==> src/rtl/dest_reader_if.sv <==
// Signal bundle between dest_reader, the two destination FIFOs and the
// counter reader. The slave modport is the dest_reader view.
interface dest_reader_if #(
  parameter int BW    = 6,
  parameter int CNT_W = 5
);
  logic             init;
  logic             idle_in;
  logic             D0_empty;
  logic             D1_empty;
  logic [BW-1:0]    D0_data_out;
  logic [BW-1:0]    D1_data_out;
  logic             D0_rd;
  logic             D1_rd;
  logic [BW-1:0]    data_out;
  logic             valid_out;
  logic             dest_error;
  logic             req;
  logic [1:0]       idx;
  logic             cnt_valid;
  logic [CNT_W-1:0] cnt_out;

  modport slave (
    input  init, idle_in, D0_empty, D1_empty, D0_data_out, D1_data_out,
           req, idx,
    output D0_rd, D1_rd, data_out, valid_out, dest_error, cnt_valid, cnt_out
  );

  modport master (
    output init, idle_in, D0_empty, D1_empty, D0_data_out, D1_data_out,
           req, idx,
    input  D0_rd, D1_rd, data_out, valid_out, dest_error, cnt_valid, cnt_out
  );
endinterface

==> src/rtl/dest_reader.sv <==
// Egress consumer for destination FIFOs D0/D1: round-robin pops, registered
// output stream, destination-ID check and saturating per-dest/per-VC counters.
module dest_reader #(
  parameter int BW    = 6,
  parameter int CNT_W = 5
) (
  input  logic         clk,
  input  logic         reset,
  dest_reader_if.slave bus
);
  localparam int VC_BIT  = BW - 1;
  localparam int DST_BIT = BW - 2;

  typedef enum logic {ST_ACTIVE = 1'b0, ST_DONE = 1'b1} state_t;

  state_t           r_state;
  state_t           w_state_nxt;
  logic             r_rr;
  logic             w_pop0;
  logic             w_pop1;
  logic             w_pop;
  logic             r_vld_p1;
  logic             r_src_p1;
  logic [BW-1:0]    w_word_p1;
  logic [1:0]       w_cidx_p1;
  logic             w_mis_p1;
  logic [BW-1:0]    r_data_p2;
  logic             r_vld_p2;
  logic             r_err;
  logic [CNT_W-1:0] r_cnt [4];
  logic             r_cnt_vld;
  logic [CNT_W-1:0] r_cnt_out;

  function automatic logic [CNT_W-1:0] sat_inc(input logic [CNT_W-1:0] v);
    return (&v) ? v : v + CNT_W'(1);
  endfunction

  always_ff @(posedge clk) begin
    if (reset) r_state <= ST_ACTIVE;
    else       r_state <= w_state_nxt;
  end

  // DONE only once nothing is queued or in flight; any new word wakes us up
  always_comb begin
    w_state_nxt = r_state;
    case (r_state)
      ST_ACTIVE:
        if (bus.idle_in && bus.D0_empty && bus.D1_empty && !r_vld_p1)
          w_state_nxt = ST_DONE;
      ST_DONE:
        if (!bus.D0_empty || !bus.D1_empty)
          w_state_nxt = ST_ACTIVE;
    endcase
  end

  always_comb begin
    w_pop0 = 1'b0;
    w_pop1 = 1'b0;
    if (!reset && r_state == ST_ACTIVE) begin
      if (!bus.D0_empty && (bus.D1_empty || !r_rr)) w_pop0 = 1'b1;
      else if (!bus.D1_empty)                        w_pop1 = 1'b1;
    end
  end

  assign w_pop     = w_pop0 | w_pop1;
  assign bus.D0_rd = w_pop0;
  assign bus.D1_rd = w_pop1;

  always_ff @(posedge clk) begin
    if (reset)      r_rr <= 1'b0;
    else if (w_pop) r_rr <= w_pop0;
  end

  // stage p1: FIFO read data arrives, word is checked and counted
  always_ff @(posedge clk) begin
    if (reset) r_vld_p1 <= 1'b0;
    else       r_vld_p1 <= w_pop;
  end

  always_ff @(posedge clk) begin
    if (w_pop) r_src_p1 <= w_pop1;
  end

  assign w_word_p1 = r_src_p1 ? bus.D1_data_out : bus.D0_data_out;
  assign w_cidx_p1 = {r_src_p1, w_word_p1[VC_BIT]};
  assign w_mis_p1  = (w_word_p1[DST_BIT] != r_src_p1);

  always_ff @(posedge clk) begin
    if (reset || bus.init)         r_err <= 1'b0;
    else if (r_vld_p1 && w_mis_p1) r_err <= 1'b1;
  end

  // init beats a simultaneous capture, so the counter ends at zero
  always_ff @(posedge clk) begin
    if (reset || bus.init) begin
      for (int i = 0; i < 4; i++) r_cnt[i] <= '0;
    end else if (r_vld_p1) begin
      r_cnt[w_cidx_p1] <= sat_inc(r_cnt[w_cidx_p1]);
    end
  end

  // stage p2: registered output word
  always_ff @(posedge clk) begin
    if (reset) begin
      r_vld_p2  <= 1'b0;
      r_data_p2 <= '0;
    end else begin
      r_vld_p2 <= r_vld_p1;
      if (r_vld_p1) r_data_p2 <= w_word_p1;
    end
  end

  // counter read port answers only once the fabric has drained
  always_ff @(posedge clk) begin
    if (reset) begin
      r_cnt_vld <= 1'b0;
      r_cnt_out <= '0;
    end else if (r_state == ST_DONE && bus.req) begin
      r_cnt_vld <= 1'b1;
      r_cnt_out <= r_cnt[bus.idx];
    end else begin
      r_cnt_vld <= 1'b0;
    end
  end

  assign bus.data_out   = r_data_p2;
  assign bus.valid_out  = r_vld_p2;
  assign bus.dest_error = r_err;
  assign bus.cnt_valid  = r_cnt_vld;
  assign bus.cnt_out    = r_cnt_out;
endmodule

==> src/flat_wrapper.sv <==
// flat-port wrapper written by rule: the top's interface ports become plain ports
module dest_reader_flat 
#(
  parameter int BW    = 6,
  parameter int CNT_W = 5
)
  (clk, reset, bus_init, bus_idle_in, bus_D0_empty, bus_D1_empty, bus_D0_data_out, bus_D1_data_out, bus_req, bus_idx, bus_D0_rd, bus_D1_rd, bus_data_out, bus_valid_out, bus_dest_error, bus_cnt_valid, bus_cnt_out);
  dest_reader_if #(.BW(BW), .CNT_W(CNT_W)) bus_i ();
  input  logic clk;
  input  logic reset;
  input wire logic [$bits(bus_i.init)-1:0] bus_init;
  input wire logic [$bits(bus_i.idle_in)-1:0] bus_idle_in;
  input wire logic [$bits(bus_i.D0_empty)-1:0] bus_D0_empty;
  input wire logic [$bits(bus_i.D1_empty)-1:0] bus_D1_empty;
  input wire logic [$bits(bus_i.D0_data_out)-1:0] bus_D0_data_out;
  input wire logic [$bits(bus_i.D1_data_out)-1:0] bus_D1_data_out;
  input wire logic [$bits(bus_i.req)-1:0] bus_req;
  input wire logic [$bits(bus_i.idx)-1:0] bus_idx;
  output wire logic [$bits(bus_i.D0_rd)-1:0] bus_D0_rd;
  output wire logic [$bits(bus_i.D1_rd)-1:0] bus_D1_rd;
  output wire logic [$bits(bus_i.data_out)-1:0] bus_data_out;
  output wire logic [$bits(bus_i.valid_out)-1:0] bus_valid_out;
  output wire logic [$bits(bus_i.dest_error)-1:0] bus_dest_error;
  output wire logic [$bits(bus_i.cnt_valid)-1:0] bus_cnt_valid;
  output wire logic [$bits(bus_i.cnt_out)-1:0] bus_cnt_out;
  assign bus_i.init = bus_init;
  assign bus_i.idle_in = bus_idle_in;
  assign bus_i.D0_empty = bus_D0_empty;
  assign bus_i.D1_empty = bus_D1_empty;
  assign bus_i.D0_data_out = bus_D0_data_out;
  assign bus_i.D1_data_out = bus_D1_data_out;
  assign bus_i.req = bus_req;
  assign bus_i.idx = bus_idx;
  assign bus_D0_rd = bus_i.D0_rd;
  assign bus_D1_rd = bus_i.D1_rd;
  assign bus_data_out = bus_i.data_out;
  assign bus_valid_out = bus_i.valid_out;
  assign bus_dest_error = bus_i.dest_error;
  assign bus_cnt_valid = bus_i.cnt_valid;
  assign bus_cnt_out = bus_i.cnt_out;
  dest_reader #(.BW(BW), .CNT_W(CNT_W)) u_core (.clk(clk), .reset(reset), .bus(bus_i));
endmodule
==> config.mk <==
export PLATFORM = sky130hd
export DESIGN_NAME = dest_reader_flat
export DESIGN_NICKNAME = d
export VERILOG_FILES = /design/src/rtl/dest_reader_if.sv /design/src/rtl/dest_reader.sv /design/src/flat_wrapper.sv
export SDC_FILE = /design/constraint.sdc
export NUM_CORES = 1
export LEC_CHECK = 0
export ABC_CLOCK_PERIOD_IN_PS = 5200
export BUFFER_PORTS_ARGS = -buffer_cell sky130_fd_sc_hd__buf_4
export CAP_MARGIN = 30
export CELL_PAD_IN_SITES_DETAIL_PLACEMENT = 0
export CELL_PAD_IN_SITES_GLOBAL_PLACEMENT = 2
export CORE_UTILIZATION = 39
export CTS_BUF_LIST = sky130_fd_sc_hd__clkbuf_2
export DETAILED_ROUTE_END_ITERATION = 8
export PLACE_DENSITY = 0.87
export SYNTH_ARGS = -nofsm -noshare
export SYNTH_HDL_FRONTEND = slang
export SYNTH_SLANG_ARGS = --single-unit
export TNS_END_PERCENT = 10
==> constraint.sdc <==
create_clock -name clk -period 5.2 [get_ports clk]
set_clock_uncertainty 0.15 [all_clocks]
set_input_delay 0.26 -clock clk [delete_from_list [all_inputs] [get_ports clk]]
set_output_delay 0.26 -clock clk [all_outputs]
set_load 0.02 [all_outputs]
* Word-level counts from Yosys, hierarchy flattened
Memory sizes are Yosys's and may differ from the RTL's. A register that Yosys moved wholly into a read port is not among the register bits.
Index checks and enable logic that the tools add are counted.
** Storage, ports and cells
- Bits in registers :: 13
- Input port bits :: 21
- Logic and storage cells :: 49
- Output and inout port bits :: 16
- Memories :: 1
- Memory bits (writable) :: 20
** Cells by class
- Reduce and logical (&&, ||, !) cells :: 17
- Mux-type cells :: 19
- Add/subtract/negate cells :: 1
- Equal/unequal tests :: 1
- Bitwise logic cells :: 2
** Memories
- u_core.r_cnt :: words 4, bits a word 5, read ports 2, clocked after memory_dff 1, write ports 4, RTL line dest_reader.sv:30 : logic [CNT_W-1:0] r_cnt [4];
** Operators by type and width (count)
- $mux 1 :: 14
- $mux 5 :: 2
- $logic_and 1x1->1 :: 7
- $mux 6 :: 1
- $add 5x1->5 const B :: 1
- $logic_not 1->1 :: 5
- $reduce_and 5->1 :: 1
- $reduce_or 5->1 :: 1
- $logic_or 1x1->1 :: 3
- $mux 2 :: 1
- $pmux 1 s2 :: 1
- $ne 1x1->1 :: 1
- $not 1->1 :: 1
- $or 1x1->1 :: 1

* Longest topological paths before layout
- Word-level depth :: 6
- Mapped depth :: 9
- Mapped depth without buffers :: 6

* Worst setup path after synthesis
Ideal clock, no wire load.
- Path kind :: register to register
- Start :: register u_core.r_src_p1
- End :: memory u_core.r_cnt[0][0] (data pin)
- Stages on the path, launching flop included :: 8
- Setup slack :: 2.717 ns
- Setup time :: 0.260 ns
- Arrival :: 2.073 ns
- Path buffers :: 2
- Clock period less this slack :: 2.483 ns
- Data required time :: 4.790 ns
- Path through :: edfxtp_1 > buf_2 > mux2i_1 > ha_1 > a21boi_0 > o21a_1 > buf_4 > mux2_2
** RTL lines
- start: declaration :: RTL line dest_reader.sv:23 : logic r_src_p1;
- start signal: assignment :: RTL line dest_reader.sv:81 : if (w_pop) r_src_p1 <= w_pop1;
- end: declaration :: RTL line dest_reader.sv:30

==> flow_metrics.tcl <==
set metrics [dict create \
    r2r_slack_ns 2.05 \
    hold_viol 0 \
    syn-num-nets 218 \
    numCtsBuffers 5 \
    firstDrtPassIters 4 \
    synthTopCellsByArea "edfxtp_1 30%, dfxtp_1 16%, mux2i_1 12%, mux4_2 5.4%, a21oi_1 4.1%" \
    crit_path_end "u_core.r_cnt[0][0]" \
    ant_nets 0 \
    vias 1700 \
    slew_headroom 0.579 \
    std_cell_rows 26 \
    sw_frac_of_total 0.271 \
    cts_tree "yes" \
    yosys.area.top_type "edfxtp_1" \
    die-area_um2 5600 \
    nets 253 \
    worst-setup-path-type "reg2reg" \
    die_y_um 74.8 \
    syn_area_um2 2070 \
    leakage_nw 0.947 \
    tightest_slew_ns 0.631 \
    initial_core_util 0.405 \
    clock.fmax_ghz 0.317 \
    dpl.hpwl_um 3720 \
    syn_area_per_cell_um2 10.6 \
    globalplace.congestion 0.851 \
    path_cells "buf_4 -> clkinv_1 -> mux2i_1 -> ha_1 -> a21boi_0 -> o21a_1 -> mux2_2" \
    via_per_inst 5.63 \
    overflow 0 \
    power_w 0.000626 \
    totalWireLength_um 5020 \
    clkPwrFrac 0.290 \
    post-route-period-util 0.606 \
    cts_setup_buffers 0 \
    cts-root-buf "clkbuf_2" \
    cap_violations 0 \
    wire_per_inst_um 16.6 \
    grtUsageTotal 0.195 \
    cp.arrival_ns 3.18 \
    end_kind "flip-flop" \
    ys_warn_count 0 \
    dieWidth_um 74.8 \
    finalSetupViolCount 0 \
    critPathBufInv 2 \
    p_per_area_nw_per_um2 253 \
    antenna_found_initial 0 \
    cts_max_level 2 \
    use_met2 0.309 \
    p_int_w 0.000456 \
    n_antenna_cell 0 \
    grt_use_met3 0.0522 \
    status "finished, final reports clean" \
    clock_path_buffers 2 \
    clock_latency_ns 0.39 \
    area_delta_synth_final_pct 19.7 \
    cts_resized 0 \
    p_switching_w 0.000170 \
    holdCritPathClass "in2reg" \
    grt_max_degree 26 \
    synth-edff-count 21 \
    drive_above_1_share 0.237 \
    yosys-top-cells-count "25 x mux2i_1, 21 x edfxtp_1, 20 x nand2_1" \
    crit_family "compound AO/OA/AOI/OAI gates" \
    yosysMostFrequentCell "mux2i_1" \
    synth_top_area_frac 0.305 \
    drt_iter0_drc 92 \
    crit_cells 7 \
    core_um2 5110 \
    async_reset_ff_frac 0 \
    ios 37 \
    crit_slowest_cell "o21a_1" \
    crit_fanout 25 \
    design_area_um2 2480 \
    rsz0062_at_grt "no" \
    required_ns 5.23 \
    critical_path.max_stage_delay_ns 0.47 \
    busiest_layer "met2" \
    use_met1 0.260 \
    r2r_end "u_core.r_cnt[0][0]" \
    ys.flop_type "edfxtp_1" \
    clk_pin_slew_ns 0.20 \
    r2r-start "u_core.r_src_p1" \
    port_buffers 36 \
    seq_power_share 0.554 \
    ys_ff_latch 38 \
    tns_ns 0 \
    p_comb_frac 0.156 \
    synth_cell_types 41 \
    first_global_vias 1589 \
    final.fill_count 477 \
    worst-r2r-cell-count 7 \
    postSynthCellCount 196 \
    placed_area_um2 2370 \
    clkSinkCount 38 \
    ir_drop_uv 97.6 \
    slew_violations 0 \
    ys_seq_area_frac 0.469 \
    fin_crit_ns 3.15 \
    critPathLaunchType "flip-flop" \
    crit_start "u_core.r_src_p1" \
    cts_hold_buf 4 \
    drc 0 \
    grt_pass1_wl_um 7960 \
]
-- logic make-up after synthesis --
family,Yosys count,synth area share
xor+xnor,1,0.00423
buf+inv,17,0.0393
flops,38,0.469
compound gates,38,0.123
mux,31,0.181
fa+ha+maj,1,0.00604
simple gates,70,0.177
-- state kept, by name (all words and copies together), names as in the netlist --
signal	flops
u_core.bus.dest_error	1
u_core.bus.cnt_valid	1
u_core.r_src_p1	1
u_core.bus.data_out	6
u_core.r_state	1
u_core.bus.cnt_out	5
u_core.r_rr	1
u_core.r_vld_p1	1
u_core.r_cnt	20
u_core.bus.valid_out	1
-- cell type report --
class                   instances  area [um^2]  area share
flip-flops and latches         38          971       0.392
clock buffers                   5         25.0      0.0101
multi-input cells             141         1020       0.411
inverters                       3         11.3     0.00455
well taps                      70         87.6      0.0354
clock inverters                 3         40.0      0.0162
repair buffers                 42          325       0.131
-- how the worst min path moves through the flow --
stage / startpoint / slack (ns) / depth (start not counted) / end
floorplan: bus_D1_empty / 0.21 / 1 / u_core.r_vld_p1
global placement: u_core.bus.cnt_out[3] / 0.29 / 2 / u_core.bus.cnt_out[3]
detailed placement: u_core.bus.cnt_out[0] / 0.30 / 2 / u_core.bus.cnt_out[0]
CTS: reset / 0.0004 / 2 / u_core.bus.cnt_out[0]
global route: reset / 0.009 / 2 / u_core.bus.data_out[1]
finish: reset / 0.02 / 2 / u_core.bus.cnt_out[4]
-- metrics by stage --
step	std cells	util	hold slack [ns]	setup WS (ns)
floorplan	196	-	0.209	2.72
global placement	290	0.464	0.293	2.23
detailed placement	290	0.464	0.300	2.07
CTS	302	0.485	0.000450	2.04
global route	302	0.485	0.00888	1.77
finish	302	0.485	0.0238	2.05
-- power groups by stage --
stage / sequential [W] / clock (W) / combinational, W
2_1_floorplan: 0.000352 / 0 / 0.0000567
3_3_place_gp: 0.000352 / 0 / 0.0000939
3_5_place_dp: 0.000353 / 0 / 0.0000952
4_1_cts: 0.000346 / 0.000187 / 0.0000981
5_1_grt: 0.000349 / 0.000200 / 0.000106
6_report: 0.000347 / 0.000182 / 0.0000978
-- layer usage --
metal,vias to the layer above,share of wire
met5,-,0
met4,0,0.010
met3,7,0.046
met2,52,0.49
met1,823,0.46
li1,818,-
-- worst reg2reg max path: stages, from the launching register on --
cell	delay, ns
edfxtp_1	0.38
buf_4	0.29
clkinv_1	0.33
mux2i_1	0.36
ha_1	0.26
a21boi_0	0.32
o21a_1	0.47
mux2_2	0.38
-- cell usage in the layout, fill, tap and decap left out, types with 2 or more instances in the layout --
cell type / count
a21oi_1: 17
clkbuf_2: 5
nor2_1: 13
and4b_1: 2
nand2b_1: 2
buf_4: 38
inv_1: 2
dfxtp_1: 17
a211oi_1: 9
nor3_1: 4
nand4_1: 2
nand2_1: 20
o21ai_0: 2
nand3_1: 10
nand4b_1: 2
nor4_1: 4
o21a_1: 2
mux4_2: 5
edfxtp_1: 21
or4_1: 3
clkinv_2: 2
a21boi_0: 2
mux2i_1: 25
dlygate4sd3_1: 4
No activity file was read; power rests on OpenSTA's default activity.
